File: src/rtl/cordic_pkg.sv
// Shared types and Q16.16 constants for the CORDIC scheduler and its rotation core.
// The arctangent table is in degrees, so angles never need converting to radians.
package cordic_pkg;

  typedef enum logic [1:0] {
    IDLE,
    LAUNCH,
    RUN,
    HOLD
  } sched_state_e;

  localparam int CORDIC_ITER  = 16;
  localparam int CORDIC_WIDTH = 32;
  localparam int DEG_ONE      = 65536;
  localparam int CORDIC_ONE   = 65536;

  // Pre-scaled start vector, 1/K = 0.607253 of CORDIC_ONE, so the results need no gain correction.
  localparam int CORDIC_GAIN  = 39797;

  function automatic logic signed [31:0] cordic_atan(input int i);
    case (i)
      0:       return 32'sd2949120;
      1:       return 32'sd1740967;
      2:       return 32'sd919879;
      3:       return 32'sd466945;
      4:       return 32'sd234379;
      5:       return 32'sd117304;
      6:       return 32'sd58666;
      7:       return 32'sd29335;
      8:       return 32'sd14668;
      9:       return 32'sd7334;
      10:      return 32'sd3667;
      11:      return 32'sd1833;
      12:      return 32'sd917;
      13:      return 32'sd458;
      14:      return 32'sd229;
      15:      return 32'sd115;
      default: return 32'sd0;
    endcase
  endfunction

endpackage

File: src/rtl/cordic_32.sv
// Iterative rotation-mode CORDIC. It loads on start, runs one micro-rotation per cycle and
// then spends one more cycle raising done. done stays high until the next start.
module cordic_32
  import cordic_pkg::*;
#(
  parameter int WIDTH = CORDIC_WIDTH,
  parameter int ITER  = CORDIC_ITER
) (
  input  logic                    clk,
  input  logic                    rst,
  input  logic                    start,
  input  logic signed [WIDTH-1:0] angle,
  output logic                    done,
  output logic signed [WIDTH-1:0] cos_out,
  output logic signed [WIDTH-1:0] sin_out
);

  localparam int CNT_W = $clog2(ITER + 1);
  localparam logic signed [WIDTH-1:0] GAIN = WIDTH'(CORDIC_GAIN);

  logic signed [WIDTH-1:0] x_q, x_d, y_q, y_d, z_q, z_d;
  logic signed [WIDTH-1:0] x_sh, y_sh, atan_step;
  logic [CNT_W-1:0]        cnt_q, cnt_d;
  logic                    run_q, run_d, done_q, done_d;

  always_comb begin
    x_sh      = x_q >>> cnt_q;
    y_sh      = y_q >>> cnt_q;
    atan_step = WIDTH'(cordic_atan(int'(cnt_q)));
    x_d       = x_q;
    y_d       = y_q;
    z_d       = z_q;
    cnt_d     = cnt_q;
    run_d     = run_q;
    done_d    = done_q;
    if (start) begin
      x_d    = GAIN;
      y_d    = '0;
      z_d    = angle;
      cnt_d  = '0;
      run_d  = 1'b1;
      done_d = 1'b0;
    end else if (run_q) begin
      if (cnt_q == CNT_W'(ITER)) begin
        run_d  = 1'b0;
        done_d = 1'b1;
      end else begin
        // Rotate toward zero residual angle; the sign of z picks the direction.
        if (!z_q[WIDTH-1]) begin
          x_d = x_q - y_sh;
          y_d = y_q + x_sh;
          z_d = z_q - atan_step;
        end else begin
          x_d = x_q + y_sh;
          y_d = y_q - x_sh;
          z_d = z_q + atan_step;
        end
        cnt_d = cnt_q + 1'b1;
      end
    end
  end

  always_ff @(posedge clk or posedge rst) begin
    if (rst) begin
      x_q    <= '0;
      y_q    <= '0;
      z_q    <= '0;
      cnt_q  <= '0;
      run_q  <= 1'b0;
      done_q <= 1'b0;
    end else begin
      x_q    <= x_d;
      y_q    <= y_d;
      z_q    <= z_d;
      cnt_q  <= cnt_d;
      run_q  <= run_d;
      done_q <= done_d;
    end
  end

  assign done    = done_q;
  assign cos_out = x_q;
  assign sin_out = y_q;

endmodule

File: src/rtl/cordic_rr_scheduler.sv
// Round-robin front end that shares one cordic_32 among N_REQ requesters and returns
// tagged cos/sin results. Only one operation is in flight at a time.
module cordic_rr_scheduler
  import cordic_pkg::*;
#(
  parameter int N_REQ = 4,
  parameter int WIDTH = CORDIC_WIDTH,
  parameter int ITER  = CORDIC_ITER
) (
  input  logic                       clk,
  input  logic                       rst,
  input  logic [N_REQ-1:0]           req_valid,
  input  logic [N_REQ*WIDTH-1:0]     req_angle,
  output logic [N_REQ-1:0]           req_ready,
  output logic                       rsp_valid,
  input  logic                       rsp_ready,
  output logic [$clog2(N_REQ)-1:0]   rsp_id,
  output logic signed [WIDTH-1:0]    rsp_cos,
  output logic signed [WIDTH-1:0]    rsp_sin,
  output logic                       busy
);

  localparam int ID_W = $clog2(N_REQ);

  sched_state_e            state_q, state_d;
  logic [ID_W-1:0]         rr_ptr_q, rr_ptr_d, rsp_id_q, rsp_id_d, grant_idx;
  logic signed [WIDTH-1:0] angle_q, angle_d, rsp_cos_q, rsp_cos_d, rsp_sin_q, rsp_sin_d;
  logic signed [WIDTH-1:0] core_cos, core_sin;
  logic                    rsp_valid_q, rsp_valid_d, core_done, core_start;

  // Nearest valid index after ptr wins: scan far-to-near so the nearest overwrites.
  function automatic logic [ID_W-1:0] rr_pick(input logic [N_REQ-1:0] valid,
                                               input logic [ID_W-1:0]  ptr);
    logic [ID_W-1:0] pick;
    int              idx;
    pick = '0;
    for (int off = N_REQ; off >= 1; off--) begin
      idx = (int'(ptr) + off) % N_REQ;
      if (valid[idx]) pick = ID_W'(idx);
    end
    return pick;
  endfunction

  always_comb begin
    grant_idx   = rr_pick(req_valid, rr_ptr_q);
    state_d     = state_q;
    rr_ptr_d    = rr_ptr_q;
    angle_d     = angle_q;
    rsp_id_d    = rsp_id_q;
    rsp_cos_d   = rsp_cos_q;
    rsp_sin_d   = rsp_sin_q;
    rsp_valid_d = rsp_valid_q;
    req_ready   = '0;
    case (state_q)
      IDLE: begin
        if (|req_valid) begin
          req_ready[grant_idx] = !rst;
          angle_d  = req_angle[int'(grant_idx)*WIDTH +: WIDTH];
          rsp_id_d = grant_idx;
          rr_ptr_d = grant_idx;
          state_d  = LAUNCH;
        end
      end
      LAUNCH: state_d = RUN;
      RUN: begin
        if (core_done) begin
          rsp_cos_d   = core_cos;
          rsp_sin_d   = core_sin;
          rsp_valid_d = 1'b1;
          state_d     = HOLD;
        end
      end
      HOLD: begin
        if (rsp_ready) begin
          rsp_valid_d = 1'b0;
          state_d     = IDLE;
        end
      end
      default: state_d = IDLE;
    endcase
  end

  always_ff @(posedge clk or posedge rst) begin
    if (rst) begin
      state_q     <= IDLE;
      rr_ptr_q    <= ID_W'(N_REQ - 1);
      angle_q     <= '0;
      rsp_id_q    <= '0;
      rsp_cos_q   <= '0;
      rsp_sin_q   <= '0;
      rsp_valid_q <= 1'b0;
    end else begin
      state_q     <= state_d;
      rr_ptr_q    <= rr_ptr_d;
      angle_q     <= angle_d;
      rsp_id_q    <= rsp_id_d;
      rsp_cos_q   <= rsp_cos_d;
      rsp_sin_q   <= rsp_sin_d;
      rsp_valid_q <= rsp_valid_d;
    end
  end

  assign core_start = (state_q == LAUNCH);

  cordic_32 #(
    .WIDTH (WIDTH),
    .ITER  (ITER)
  ) u_core (
    .clk     (clk),
    .rst     (rst),
    .start   (core_start),
    .angle   (angle_q),
    .done    (core_done),
    .cos_out (core_cos),
    .sin_out (core_sin)
  );

  assign rsp_valid = rsp_valid_q;
  assign rsp_id    = rsp_id_q;
  assign rsp_cos   = rsp_cos_q;
  assign rsp_sin   = rsp_sin_q;
  assign busy      = (state_q != IDLE);

endmodule

File: config.mk
export PLATFORM = sky130hd
export DESIGN_NAME = cordic_rr_scheduler
export DESIGN_NICKNAME = d
export VERILOG_FILES = /design/src/rtl/cordic_pkg.sv /design/src/rtl/cordic_32.sv /design/src/rtl/cordic_rr_scheduler.sv
export SDC_FILE = /design/constraint.sdc
export NUM_CORES = 1
export LEC_CHECK = 0
export BUFFER_PORTS_ARGS = -buffer_cell sky130_fd_sc_hd__buf_2
export CAP_MARGIN = 20
export CORE_ASPECT_RATIO = 0.75
export CORE_MARGIN = 2
export CORE_UTILIZATION = 55
export DETAILED_ROUTE_END_ITERATION = 10
export PLACE_DENSITY = 0.83
export SYNTH_ARGS = -nofsm -noshare
export SYNTH_HDL_FRONTEND = slang
export SYNTH_SLANG_ARGS = --single-unit
File: constraint.sdc
create_clock -name clk -period 10.4 [get_ports clk]
set_input_delay 1.04 -clock clk [delete_from_list [all_inputs] [get_ports clk]]
set_output_delay 1.04 -clock clk [all_outputs]
set_load 0.01 [all_outputs]
==> reports/results.txt, run 1 <==
area of the core: 0.0372 mm^2
Initial DRC Count: 2,539
initial antenna violation count: 1
share of layout cells above drive strength 1: 0.191
Crit path arrival time: 8.13 ns
pin count of the biggest net entering global routing: 82
fill cell count: 3,272
Slew Limit Headroom: 0.183
Die W: 229 um
outcome: finished clean
CP Data Required Time: 10.87 ns
Hold Buf Count CTS: 0
number of cell rows: 61
CTS H-tree depth: 1
grt peak-use layer: met2
crit path kind: reg2reg
met2 Track Usage GR: 0.504
Hold Crit Depth: 2
Die Ht: 173 um
Clk Latency, worst-skew pair: 0.57 ns
Detail Route Antenna Nets: 0
top cells by area, synth: dfrtp_1 (24%), mux4_2 (8.1%), nand2_1 (7.3%), ha_1 (6.7%), mux2_2 (5.4%)
ys async rst share: 1.00
CTS root buf: clkbuf_16
Worst-Margin Slew: 1.22 ns
Mean Syn Cell Area: 8.28 um^2
vias: 20,530
startpoint types: flip-flop
Post-synth EDFFs: 0
HP Start: rsp_sin[1]
crit path launch: u_core.cnt_q[1]
number of I/O pins: 207
CTS tree: built
M1 GR Usage: 0.489
Max Cap Violations: 0
initial core utilization: 0.561
final setup fails: 0
post-CTS sizing: 0
Post-CTS Setup Repair Bufs: 0
DRC viols: 0
total wire length: 70.4 mm
Synthesis Warnings: 0
Seq/Total Area, Yosys: 0.247
first-pass GRT wire length: 109 mm
Placement Setup Slack: 3.08 ns
DR WL/cell: 22.5 um
share of the synthesized area in the top cell type: 0.244
first-pass iteration count of the detailed router: 6
die area: 0.0396 mm^2
Layout area overhead: 9.25%
CTS max path bufs: 3
met3 usage: 0.101
Synth Flop Type: dfrtp_1
Worst Hold Class: reg2reg
GRT Util Overall: 0.344
CTS buffer count: 23
Critical R2R Launch: u_core.cnt_q[1]
Slew Limit Fails: 0
Syn Inst Count: 2,522
vias in the first global route: 19,452
Buffers on Ports: 206
RSZ-0062 raised after global routing: no
drt via density: 6.55
synthesized flop and latch total: 206
Fin Setup TNS: 0 ns
hpwl dp: 51.6 mm
achievable clock frequency: 0.131 GHz
Reg clk slew, reported paths: 0.07 ns
area leader, netlist: dfrtp_1
post-layout util: 0.613
Tmin final: 7.66 ns
Fin Clk Skew: 0.0328 ns
FF-to-FF path depth: 26
final worst slack: 2.74 ns
crit path max fanout: 64
ant diodes: 0
Final Hold Fails: 0
total global routing overflow: 0
gpl congestion: 1.02
Syn Std Cell Area: 0.0209 mm^2
TritonCTS Sinks: 206
crit end category: flip-flop
Cell variety after synth: 93
Layout Nets: 2,864
syn nets: 2,772
crit share post-route: 0.736
==> stage by stage <==
stage | hold slack (ns) | cell area [um^2] | cells
CTS | 0.483 | 22800 | 3134
global placement | 0.456 | 22100 | 3093
floorplan | 0.446 | 20900 | 2522
finish | 0.477 | 22800 | 3134
global route | 0.514 | 22800 | 3134
detailed placement | 0.467 | 22100 | 3093
==> layout by cell type, fill, tap and decap left out, drive strengths merged, types with 8 or more instances in the layout <==
cell type / instances
a211oi: 26
a21boi: 9
a21o: 53
a21oi: 202
a221oi: 14
a31oi: 45
and2: 16
and3: 25
buf: 240
clkbuf: 31
dfrtp: 204
ha: 112
inv: 62
mux2: 104
mux2i: 61
mux4: 76
nand2: 409
nand2b: 29
nand3: 82
nand4: 17
nor2: 142
nor2b: 20
nor3: 37
nor4: 12
o211ai: 27
o21a: 35
o21ai: 199
o21bai: 13
o221ai: 8
o22ai: 20
o31ai: 11
or2: 14
or3: 19
xnor2: 72
xor2: 68
==> logic make-up (layout without fill, tap and decap cells) <==
group | after synthesis | count (layout) | synth area share
and+or+nand+nor | 854 | 854 | 0.188
AOI/OAI and AO/OA | 731 | 731 | 0.219
muxes | 241 | 241 | 0.168
buffers and inverters | 235 | 343 | 0.0501
DFF | 206 | 206 | 0.247
xor gates and xnor gates | 140 | 140 | 0.0587
adders and majority gates | 115 | 115 | 0.0700
==> worst max-delay path: stages, from the launching register on <==
cell	delay (ns)
dfrtp_4	1.01
buf_4	0.76
inv_1	0.31
ha_1	0.51
nor2_1	0.09
a21oi_1	0.14
a211oi_1	0.15
inv_1	0.11
ha_1	0.16
nor3b_1	0.45
nand3_1	0.17
nor3_1	0.32
nand4_1	0.15
nor2_1	0.40
a21oi_1	0.22
xor2_1	0.21
ha_1	0.37
nand2_1	0.09
a21oi_1	0.04
a221oi_1	0.36
nand2_1	0.16
o211ai_1	0.30
o211ai_1	0.19
a21boi_0	0.33
nor2_1	0.09
o21ba_2	0.20
o31ai_1	0.20
==> flip-flops by register name (all words and copies together), names as in the netlist <==
name and flops:
u_core.sin_out 32, state_q 2, rsp_cos 32, u_core.done 1
u_core.cnt_q 5, u_core.z_q 32, u_core.cos_out 32, rsp_id 2
rsp_valid 1, angle_q 32, rsp_sin 32, u_core.run_q 1
rr_ptr_q 2
==> worst paths after layout <==
| check | to | slack (ns) |
|---|---|---|
| max in group asynchronous | u_core.cnt_q[3] | 8.46 |
| max | u_core.z_q[31] | 2.74 |
| min in group asynchronous | u_core.cnt_q[0] | 0.61 |
| min | rsp_sin[1] | 0.48 |
| min reg2reg | rsp_sin[1] | 0.48 |
| max reg2reg | u_core.z_q[31] | 2.74 |
==> Yosys cell counts (23+ instances only) <==
library cell	number
a211oi_1	23
a21o_1	53
a21oi_1	201
a31oi_1	45
and3_1	25
buf_2	23
clkbuf_1	108
dfrtp_1	204
ha_1	112
inv_1	59
mux2_2	100
mux2i_1	61
mux4_2	75
nand2_1	409
nand2b_1	29
nand3_1	82
nor2_1	142
nor3_1	37
o211ai_1	27
o21a_1	35
o21ai_0	198
xnor2_1	72
xor2_1	68
==> layer usage <==
| metal | share of wire | wire, um |
|---|---|---|
| met1 | 0.43 | 30100 |
| met2 | 0.42 | 29500 |
| met3 | 0.12 | 8600 |
| met4 | 0.031 | 2220 |
| met5 | 0.00018 | 13 |
==> layout make-up <==
cell class                      count  area, um^2  area share
Clock buffer                       31         636      0.0278
Clock inverter                     10         119     0.00521
Inverter                           62         240      0.0105
Multi-Input combinational cell   2081       14700       0.646
Sequential cell                   206        5170       0.227
Tap cell                          504         631      0.0276
Timing Repair Buffer              240        1290      0.0564
Power of run 1 is not shown: default switching activity piles up to over one toggle a cycle in this logic, so the estimate is an artifact.
==> run 2, diff against run 1 <==
ABC_AREA = 1   (was unset)
PLACE_DENSITY = 0.86   (was 0.83)
clock period = 6.19 ns   (was 10.4 ns; I/O delays follow)
==> reports/results.txt, run 2 <==
Fin Setup TNS: 0 ns (unchanged)
Crit path arrival time: 6.05 ns (-2.08 ns)
first-pass GRT wire length: 106 mm (-2.5%)
Critical R2R Launch: u_core.cnt_q[1]
share of the synthesized area in the top cell type: 0.258 (+0.0134)
crit path max fanout: 27 (-58%)
synthesized flop and latch total: 206 (unchanged)
ys async rst share: 1.00 (unchanged)
total wire length: 67.7 mm (-3.8%)
hpwl dp: 52.8 mm (+2.2%)
Slew Limit Fails: 0 (unchanged)
initial core utilization: 0.555 (-0.00547)
count leader, synth: nand2_1
CP Data Required Time: 6.62 ns (-4.25 ns)
Placement Setup Slack: 0.758 ns (-2.33 ns)
drt via density: 5.91 (-9.7%)
CTS tree: built
Die W: 223 um (-2.6%)
Buf+Inv Stages, Crit Path: 5 (+2)
Post-CTS Setup Repair Bufs: 0 (unchanged)
Slew Limit Headroom: 0.391 (+0.207)
CP max stage delay: 0.68 ns (-0.33 ns)
crit path kind: reg2reg
CTS buffer count: 22 (-4.3%)
Max Cap Violations: 0 (unchanged)
share of layout cells above drive strength 1: 0.116 (-0.0755)
crit path launch: u_core.cnt_q[1]
CP max stage cell: dfrtp_2
DRC viols: 0 (unchanged)
Worst-Margin Slew: 0.912 ns (-0.306 ns)
GRT Util Overall: 0.353 (+0.00914)
commonest non-fill, non-tap cell in the layout: nand2_1
Cell variety after synth: 55 (-41%)
crit share post-route: 0.909 (+0.173)
syn nets: 3,360 (+21%)
worst hold margin: 0.333 ns (-0.144 ns)
Syn Std Cell Area: 0.0198 mm^2 (-5.2%)
achievable clock frequency: 0.178 GHz (+36%)
top cells by count, synth: nand2_1 (929), nand3_1 (338), inv_1 (286), nor2_1 (248), o21ai_0 (217)
gpl congestion: 0.992 (-2.4%)
Syn Inst Count: 3,110 (+23%)
vias: 22,030 (+7.3%)
Final Hold Fails: 0 (unchanged)
TritonCTS Sinks: 206 (unchanged)
Worst Hold Class: in2async
Die Ht: 168 um (-2.6%)
number of cell rows: 60 (-1.6%)
Detail Route Antenna Nets: 0 (unchanged)
top cells by area, synth: dfrtp_1 (26%), nand2_1 (18%), nand3_1 (8.5%), ha_1 (7.1%), o21ai_0 (5.5%)
Layout area overhead: 10.6%
area leader, netlist: dfrtp_1
startpoint types: flip-flop
Mean Syn Cell Area: 6.37 um^2 (-23%)
Seq/Total Area, Yosys: 0.260 (+0.0135)
Hold Buf Count CTS: 0 (unchanged)
commonest non-fill, non-tap cells in the layout: nand2_1 (928), nand3_1 (338), inv_1 (284), nor2_1 (243), o21ai_0 (217)
Fin Clk Skew: 0.0175 ns (-0.0153 ns)
crit-path most repeated cell: o21ai_0
Synthesis Warnings: 0 (unchanged)
pin count of the biggest net entering global routing: 74 (-9.8%)
post-layout util: 0.614 (+0.00137)
Synth Flop Type: dfrtp_1
family with the most delay on the worst path: compound AO/OA/AOI/OAI gates
final setup fails: 0 (unchanged)
initial antenna violation count: 2 (+1)
Reg clk slew, reported paths: 0.07 ns (about the same)
Clk Latency, worst-skew pair: 0.55 ns (-0.02 ns)
CTS root buf: clkbuf_16
die area: 0.0376 mm^2 (-5.1%)
M1 WL: 31.0 mm (+3.3%)
post-CTS sizing: 0 (unchanged)
area of the core: 0.0357 mm^2 (-4.3%)
crit end category: flip-flop
CTS max path bufs: 3 (unchanged)
Layout Nets: 3,492 (+22%)
total global routing overflow: 0 (unchanged)
met3 wire len: 8.44 mm (-1.8%)
outcome: finished clean
Tmin final: 5.63 ns (-2.03 ns)
CP Cell Sequence: clkinv_1 -> buf_4 -> nor2_1 -> a21oi_1 -> nand3_1 -> nand3_1 -> nand2_1 -> inv_1 -> ha_1 -> o21ai_0 -> inv_1 -> fa_1 -> inv_1 -> nand2_1 -> o21ai_0 -> a21oi_1 -> o21ai_0 -> a21oi_1 -> o21ai_0 -> nand4_1 -> nand2_1 -> a21oi_1 -> o21ai_0 -> nand2_1
RSZ-0062 raised after global routing: no
DR WL/cell: 18.2 um (-19%)
final worst slack: 0.564 ns (-2.18 ns)
routed wl met2: 26.8 mm (-9.3%)
Buffers on Ports: 206 (unchanged)
Initial DRC Count: 2,884 (+14%)
vias in the first global route: 19,611 (+0.82%)
CTS H-tree depth: 1 (unchanged)
top routing layer used: met4
number of I/O pins: 207 (unchanged)
first-pass iteration count of the detailed router: 6 (unchanged)
Post-synth EDFFs: 0 (unchanged)
==> run 2: cell count changes after synthesis, sizes merged, moves of 31 or more <==
| cell | before | now |
|---|---|---|
| mux2 | 104 | 14 |
| o21a | 35 | 4 |
| a22oi | 7 | 48 |
| nand2 | 409 | 941 |
| nand3 | 82 | 340 |
| clkbuf | 108 | 63 |
| inv | 60 | 300 |
| mux2i | 61 | 0 |
| a21o | 53 | 10 |
| mux4 | 76 | 0 |
| xnor2 | 72 | 28 |
| nor2 | 142 | 266 |
==> run 2: area by class of cell <==
class	count	area (um^2)
diodes	2	5.00
clock inverters	9	118
repair buffers	241	1310
flip-flops and latches	206	5160
clock buffers	31	654
well taps	465	582
inverters	303	1140
multi-input cells	2468	12900
fillers	3466	13800
==> run 2: path summary, 6_finish.rpt <==
path,to,slack (ns),cells past startpoint
worst max-delay path,u_core.sin_out[28],0.56,24
worst min-delay path,u_core.done,0.33,3
worst max register to register,u_core.sin_out[28],0.56,24
worst min register to register,rsp_sin[20],0.48,2
max in group asynchronous,u_core.cnt_q[0],4.53,4
min in group clk,angle_q[8],0.33,3
==> run 2: stage by stage <==
step           std cells  instance area [um^2]
2_1_floorplan       3110                 19800
3_3_place_gp        3682                 21100
3_5_place_dp        3683                 21100
4_1_cts             3723                 21900
5_1_grt             3725                 21900
6_report            3725                 21900
==> run 2: metal layers <==
metal	up-vias	track usage
met5	-	0
met2	1188	0.492
met4	0	0.0767
li1	10660	-
met3	102	0.0908
met1	10080	0.541
==> run 2: worst min-delay path, cell delays in order <==
cell	delay [ns]
buf_2	0.12
clkinvlp_4	0.12
buf_4	0.47
==> run 2: cells by family (layout without fill, tap and decap cells) <==
group           count (synthesis)  count (layout)  synth area share
other cells                     0               2                 0
xor+xnor                       94              94            0.0416
buf+inv                       436             584            0.0889
simple gates                 1644            1644             0.351
flops                         206             206             0.260
mux                            14              14           0.00796
compound gates                601             601             0.176
fa+ha+maj                     115             115            0.0738
Power of run 2 is left out for the same reason.
